`src/rtl/event_record_types.sv`:
```
// Shared event record layout and serializer constants.
// Fields are packed MSB-first, so the 32-bit reserved field lands in word 0.
package event_record_types;

  localparam int EVENT_RECORD_BITS = 256;
  localparam int EVENT_WORDS       = 8;
  localparam int EVENT_PAD_LSB     = 225;

  typedef struct packed {
    logic [63:0] ts_ns;
    logic [63:0] update_id;
    logic        side_bit;
    logic [31:0] price_q32;
    logic [31:0] qty_q32;
    logic [31:0] reserved;
  } event_record_t;

  // Bit position of update_id inside the zero-extended record (ts_ns and update_id sit on top).
  localparam int UID_LSB = $bits(event_record_t) - 128;

  localparam logic [EVENT_RECORD_BITS-1:0] PAD_MASK =
    {{(EVENT_RECORD_BITS-EVENT_PAD_LSB){1'b0}}, {EVENT_PAD_LSB{1'b1}}};

  typedef enum logic {
    ST_IDLE = 1'b0,
    ST_SEND = 1'b1
  } ser_state_t;

  function automatic logic [31:0] record_word(input logic [EVENT_RECORD_BITS-1:0] rec,
                                              input logic [2:0] k);
    return rec[{k, 5'b0} +: 32];
  endfunction

endpackage

```
`src/rtl/event_record_serializer.sv`:
```
// Serializes 256-bit event records into eight 32-bit AXI-Stream words, LSB word first,
// with an active/pending double buffer so back-to-back records stream without bubbles.
module event_record_serializer
  import event_record_types::*;
#(
  parameter bit CHECK_SEQ = 1'b1
) (
  input  logic         clk,
  input  logic         rst,
  input  logic         s_valid,
  output logic         s_ready,
  input  logic [255:0] s_record,
  output logic [31:0]  m_axis_tdata,
  output logic         m_axis_tvalid,
  input  logic         m_axis_tready,
  output logic         m_axis_tlast,
  output logic [31:0]  rec_count,
  output logic [31:0]  gap_count
);

  // Handshakes: a transfer happens on a rising edge where valid && ready; the source
  // holds data stable while valid is high and ready is low.

  ser_state_t                   state;
  logic [EVENT_RECORD_BITS-1:0] active_q;
  logic [EVENT_RECORD_BITS-1:0] pending_q;
  logic                         pending_valid;
  logic [2:0]                   beat;
  logic [63:0]                  last_uid;
  logic                         first_rec;

  logic                         in_fire;
  logic                         out_fire;
  logic                         last_fire;
  logic [EVENT_RECORD_BITS-1:0] in_masked;
  logic [63:0]                  in_uid;

  assign s_ready   = !pending_valid;
  assign in_fire   = s_valid && s_ready;
  assign out_fire  = m_axis_tvalid && m_axis_tready;
  assign last_fire = out_fire && (beat == 3'd7);
  assign in_masked = s_record & PAD_MASK;
  assign in_uid    = s_record[UID_LSB +: 64];

  always_ff @(posedge clk or posedge rst) begin
    if (rst) begin
      state         <= ST_IDLE;
      active_q      <= '0;
      pending_q     <= '0;
      pending_valid <= 1'b0;
      beat          <= 3'd0;
      last_uid      <= '0;
      first_rec     <= 1'b1;
      m_axis_tdata  <= '0;
      m_axis_tvalid <= 1'b0;
      m_axis_tlast  <= 1'b0;
      rec_count     <= '0;
      gap_count     <= '0;
    end else begin
      // Sequence tracking looks only at accepted records, independent of the send path.
      if (in_fire) begin
        first_rec <= 1'b0;
        last_uid  <= in_uid;
        if (CHECK_SEQ && !first_rec && (in_uid != last_uid + 64'd1))
          gap_count <= gap_count + 32'd1;
      end

      case (state)
        ST_IDLE: begin
          if (in_fire) begin
            state         <= ST_SEND;
            active_q      <= in_masked;
            beat          <= 3'd0;
            m_axis_tvalid <= 1'b1;
            m_axis_tdata  <= record_word(in_masked, 3'd0);
            m_axis_tlast  <= 1'b0;
          end
        end

        ST_SEND: begin
          // An accept while the active slot is still busy parks the record in pending.
          if (in_fire && !last_fire) begin
            pending_q     <= in_masked;
            pending_valid <= 1'b1;
          end
          if (out_fire) begin
            if (beat != 3'd7) begin
              beat         <= beat + 3'd1;
              m_axis_tdata <= record_word(active_q, beat + 3'd1);
              m_axis_tlast <= (beat == 3'd6);
            end else begin
              rec_count    <= rec_count + 32'd1;
              beat         <= 3'd0;
              m_axis_tlast <= 1'b0;
              if (pending_valid) begin
                active_q      <= pending_q;
                pending_valid <= 1'b0;
                m_axis_tdata  <= record_word(pending_q, 3'd0);
              end else if (in_fire) begin
                active_q     <= in_masked;
                m_axis_tdata <= record_word(in_masked, 3'd0);
              end else begin
                state         <= ST_IDLE;
                m_axis_tvalid <= 1'b0;
                m_axis_tdata  <= '0;
              end
            end
          end
        end

        default: state <= ST_IDLE;
      endcase
    end
  end

endmodule

```
`config.mk`:
```
export PLATFORM = sky130hd
export DESIGN_NAME = event_record_serializer
export DESIGN_NICKNAME = d
export VERILOG_FILES = /design/src/rtl/event_record_types.sv /design/src/rtl/event_record_serializer.sv
export SDC_FILE = /design/constraint.sdc
export NUM_CORES = 2
export LEC_CHECK = 0
export ABC_CLOCK_PERIOD_IN_PS = 31500
export BUFFER_PORTS_ARGS = -buffer_cell sky130_fd_sc_hd__clkbuf_2
export CAP_MARGIN = 10
export CORE_AREA = 2 2 290 364
export DETAILED_ROUTE_END_ITERATION = 8
export DIE_AREA = 0 0 292 366
export GPL_TIMING_DRIVEN = 0
export HOLD_SLACK_MARGIN = 0.1
export PLACE_DENSITY = 0.43
export RECOVER_POWER = 25
export SYNTH_ARGS = -nofsm -noshare
export SYNTH_HDL_FRONTEND = slang
export SYNTH_SLANG_ARGS = --single-unit
```
`constraint.sdc`:
```
create_clock -name clk -period 31.5 [get_ports clk]
set_clock_uncertainty 0.15 [all_clocks]
set_input_delay 6.3 -clock clk [delete_from_list [all_inputs] [get_ports clk]]
set_output_delay 6.3 -clock clk [all_outputs]
set_load 0.01 [all_outputs]
```
# After elaboration in Yosys (flattened, before gate mapping)
# Index checks and enable logic that the tools add are counted.
# word_totals
regBits,649
in_bits,260
wordCells,76
# op_classes
add_sub_neg,4
n_eq_ne,9
shift,1
n_mux,34
bitwise_logic,2
n_reduce_logical,14
# op_table
op,n
256-bit 2-to-1 mux,4
256-bit case mux with 2 select lines,1
256-bit by 9-bit variable part select with 32-bit output,1
32-bit 2-to-1 mux,5
"32-bit by 1-bit adder with 32-bit output, second input constant",2
"64-bit by 1-bit adder with 64-bit output, second input constant",1
64-bit inequality test,1
32-bit case mux with 2 select lines,1
1-bit 2-to-1 mux,16
3-bit 2-to-1 mux,3
"2-bit inequality test, second input constant",4
2-bit AND reduction,4
"3-bit == test, second input constant",2
1-bit case mux with 2 select lines,3
3-bit case mux with 2 select lines,1
1-bit logical AND,5
5-bit AND reduction,1
"3-bit by 1-bit adder with 3-bit output, second input constant",1
1-bit logical NOT,3
"3-bit inequality test, second input constant",1
3-bit AND reduction,1
"2-bit by 1-bit inequality test with 1-bit output, second input constant",1
1-bit NOT,2

# Logic depth before layout (Yosys ltp)
# depth
word_depth,8
mapped_depth,14

# Worst setup path after synthesis
# No wires, ideal clock.
# synth_timing
path_kind,input-to-reg
start,in s_record[144]
end,reg gap_count[1]
setup_time_ns,0.128
arrival_ns,8.257
required_time_ns,31.222
setup_slack_ns,22.965
stages,9
n_path_buf,1
path_cell_list,xnor2_1 or4_1 a2111o_1 nand2_1 and4bb_1 nand4_1 o21ai_2 buf_6 mux2_1
# synth_between
elab_chain_cells,3
# synth_lines
element,line,rtl
start: declaration,event_record_serializer.sv:12,"input logic [255:0] s_record,"
64-bit inequality test,event_record_serializer.sv:64,if (CHECK_SEQ && !first_rec && (in_uid != last_uid + 64'd1))
1-bit logical AND,event_record_serializer.sv:64,
2-bit AND reduction (no line),n/a,
end signal: assignment,event_record_serializer.sv:65,gap_count <= gap_count + 32'd1;
end: declaration,event_record_serializer.sv:18,output logic [31:0] gap_count
# Every way passes these cells.
# A chain may end at the register's enable or synchronous reset.

==> flow_summary.ini <==
[floorplanning]
dieArea_um2 = 106900
die_y_um = 366
die-width_um = 292
ios = 359
rows = 132
core_area_um2 = 103200
start_util_pct = 29.80

[synth]
async_reset_ff_share_pct = 100.0
yosysTopAreaCellShare_pct = 52.72
ys_warn_count = 0
ys_types = 74
yosysSeqAreaShare_pct = 52.80
yosys-top-cells-area = dfrtp_1 53%, mux2_2 8.4%, mux4_2 4.7%
synth-edff-count = 0
syn-num-nets = 3078
synthesis.area_um2 = 30760
yosys_most_used_dff = dfrtp_1
yosys.area.top_type = dfrtp_1
syn_avg_cell_area_um2 = 10.94
synth-seq-cells = 649
synth_cells = 2812

[pwr]
powerDensity_nw_per_um2 = 58.97
leakage_nw = 16.58
ir_worst_vdd_mv = 0.03373

[grt]
grt_overflow = 0
grt_max_degree = 131
antenna_found_initial = 6
grt.total_usage_pct = 21.68
grt_pass1_vias = 25049
grt_pass1_wl_um = 170800

[flow_run]
cap_viol_max_count = 3

[sta]
rsz0062_at_grt = false
relSlewSlack_pct = -327.9
period_share_pct = 43.25
fmax_mhz = 73.41
fin_crit_ps = 13620
worst_slew_pin_slew_ps = 6418
hold_viol_final = 0
fin_ws_ps = 17880
slew_viol_final = 280
fin_setup_tns_ps = 0
finalSetupViolCount = 0

[routing]
routedWlPerCell_um = 25.45
drc = 0
vias_per_cell = 5.272
drt_wl_total_um = 117700
routed-via-count = 24381
drtAntennaViolNets = 0
drt_pass1_iterations = 5
drt_iter0_drc = 2009

[clock_network]
ctsHtreeMaxLevel = 3
cts_sinks = 649
cts-root-buf = clkbuf_16
cts_tree = done
cts_buffers = 75
postCtsResizedCells = 0
clk_path_buf_depth = 3
clk_latency_ps = 650
postCtsSetupBuffers = 0
cts.clk_slew.worst_paths_ps = 50
postCtsHoldBufs = 0

[setup_path]
cp_slowest_stage_delay_ps = 4460
cp_slowest_cell = clkbuf_1
crit_required_ps = 30500
endpoint_kind = asynchronous set/reset pin
cpMostUsedCell = clkbuf_1
start_kind = primary input
criticalPathCategory = in2async
crit_arrival_ps = 12620
path_max_fanout = 108
worstPathCellList = clkbuf_1 > clkinvlp_2 > clkbuf_1

[layout]
fillers = 10402
layout-drive-gt1-share_pct = 24.17
finish.instance_area_um2 = 36800
final_common_cell = dfrtp_1
layout_common_cells = 648 x dfrtp_1, 328 x clkbuf_2, 316 x nand2_1
areaGrowthSynthToFinish_pct = 19.63
fin_util_pct = 35.65
multi_input_area_um2 = 13660
ff_latch_area_um2 = 16240
nNetsFinal = 3489

[place]
post-dp-hpwl_um = 91470
globalplace.congestion = 0.8833
placed_area_um2 = 34250
port_buffers = 326
place_ws_ps = 21400

[outcome]
violations = capacitance limit, slew limit
status = finished with violations

[worst_hold_path]
hold_class = reg2reg
==> per-layer routing <==
metal / global-route usage, % / part of all wire [%] / up-vias
met5: 0 / 0.010 / -
met4: 6.582 / 2.9 / 2
met3: 3.446 / 5.2 / 160
met2: 37.59 / 50 / 707
met1: 27.65 / 42 / 12531
li1: - / - / 10981
==> path summary, 6_finish.rpt <==
kind | from | to | depth (start not counted) | slack, ps
setup / recovery | rst | gap_count[19] | 3 | 17880
hold / removal | rec_count[31] | rec_count[31] | 1 | 320
setup reg to reg | beat[0] | m_axis_tdata[3] | 11 | 26320
hold reg to reg | rec_count[31] | rec_count[31] | 1 | 320
max in group clk | m_axis_tready | pending_q[93] | 7 | 22150
min in group asynchronous | rst | pending_q[56] | 2 | 6210
==> metrics by stage <==
stage	hold slack (ps)	power [W]	instances
floorplan	294.6	0.001134	2812
global placement	313.6	0.001257	4478
detailed placement	314.4	0.001263	4486
CTS	322.9	0.002196	4621
global route	344.6	0.002260	4625
finish	316.8	0.002170	4625
==> logic make-up after synthesis <==
kind of cell,after synthesis,synth area share [%]
XOR/XNOR,151,4.300
multiplexers,330,14.28
adder cells (fa/ha/maj),6,0.2441
buffers and inverters,219,2.794
AO/OA/AOI/OAI,599,12.50
AND/OR/NAND/NOR,858,13.08
flip-flops,649,52.80
==> flip-flops by register name, indices dropped and copies added (netlist names) <==
signal / flops
active_q: 256
beat: 3
first_rec: 1
gap_count: 32
last_uid: 64
m_axis_tdata: 32
m_axis_tlast: 1
m_axis_tvalid: 1
pending_q: 225
pending_valid: 1
rec_count: 32
state: 1
==> cells in the mapped netlist (7+ instances only) <==
master,n
a221oi_1,31
nor3_1,34
nor2_1,247
a22o_1,62
nor4_2,8
and2_1,36
xor2_1,54
a21oi_1,169
and4_1,9
mux2_2,229
xnor2_1,97
inv_1,23
buf_1,17
a21boi_0,65
nand3_1,63
nand4_1,58
mux4_2,64
nor4_1,26
o22ai_1,130
mux2i_1,36
and3_1,18
buf_2,11
clkbuf_1,160
nand2_1,316
o21ai_0,84
o31ai_1,7
dfrtp_1,648
==> where the power goes <==
group	leakage, nW	total [W]	switching [W]	internal (W)
Clock	1.28	0.000923	0.000378	0.000545
Sequential	8.39	0.000945	0.0000496	0.000895
Combinational	6.91	0.000302	0.000175	0.000127
Total	16.6	0.00217	0.000603	0.00157
==> final cells by class <==
cell class                      instances  share of cell area, %
Buffer                                195                  2.091
Multi-Input combinational cell       1944                  37.12
Clock inverter                         29                  1.102
Tap cell                             1340                  4.556
Sequential cell                       649                  44.14
Clock buffer                          106                  5.940
Antenna cell                            4                0.02720
Inverter                               24                 0.2482
Timing Repair Buffer                  334                  4.784
==> worst max-delay path, delay by kind of cell <==
| family | cells | cell delay, ps |
|---|---|---|
| buffers and inverters | 3 | 6030 |
Note: power is estimated with default switching activity, not from simulation.
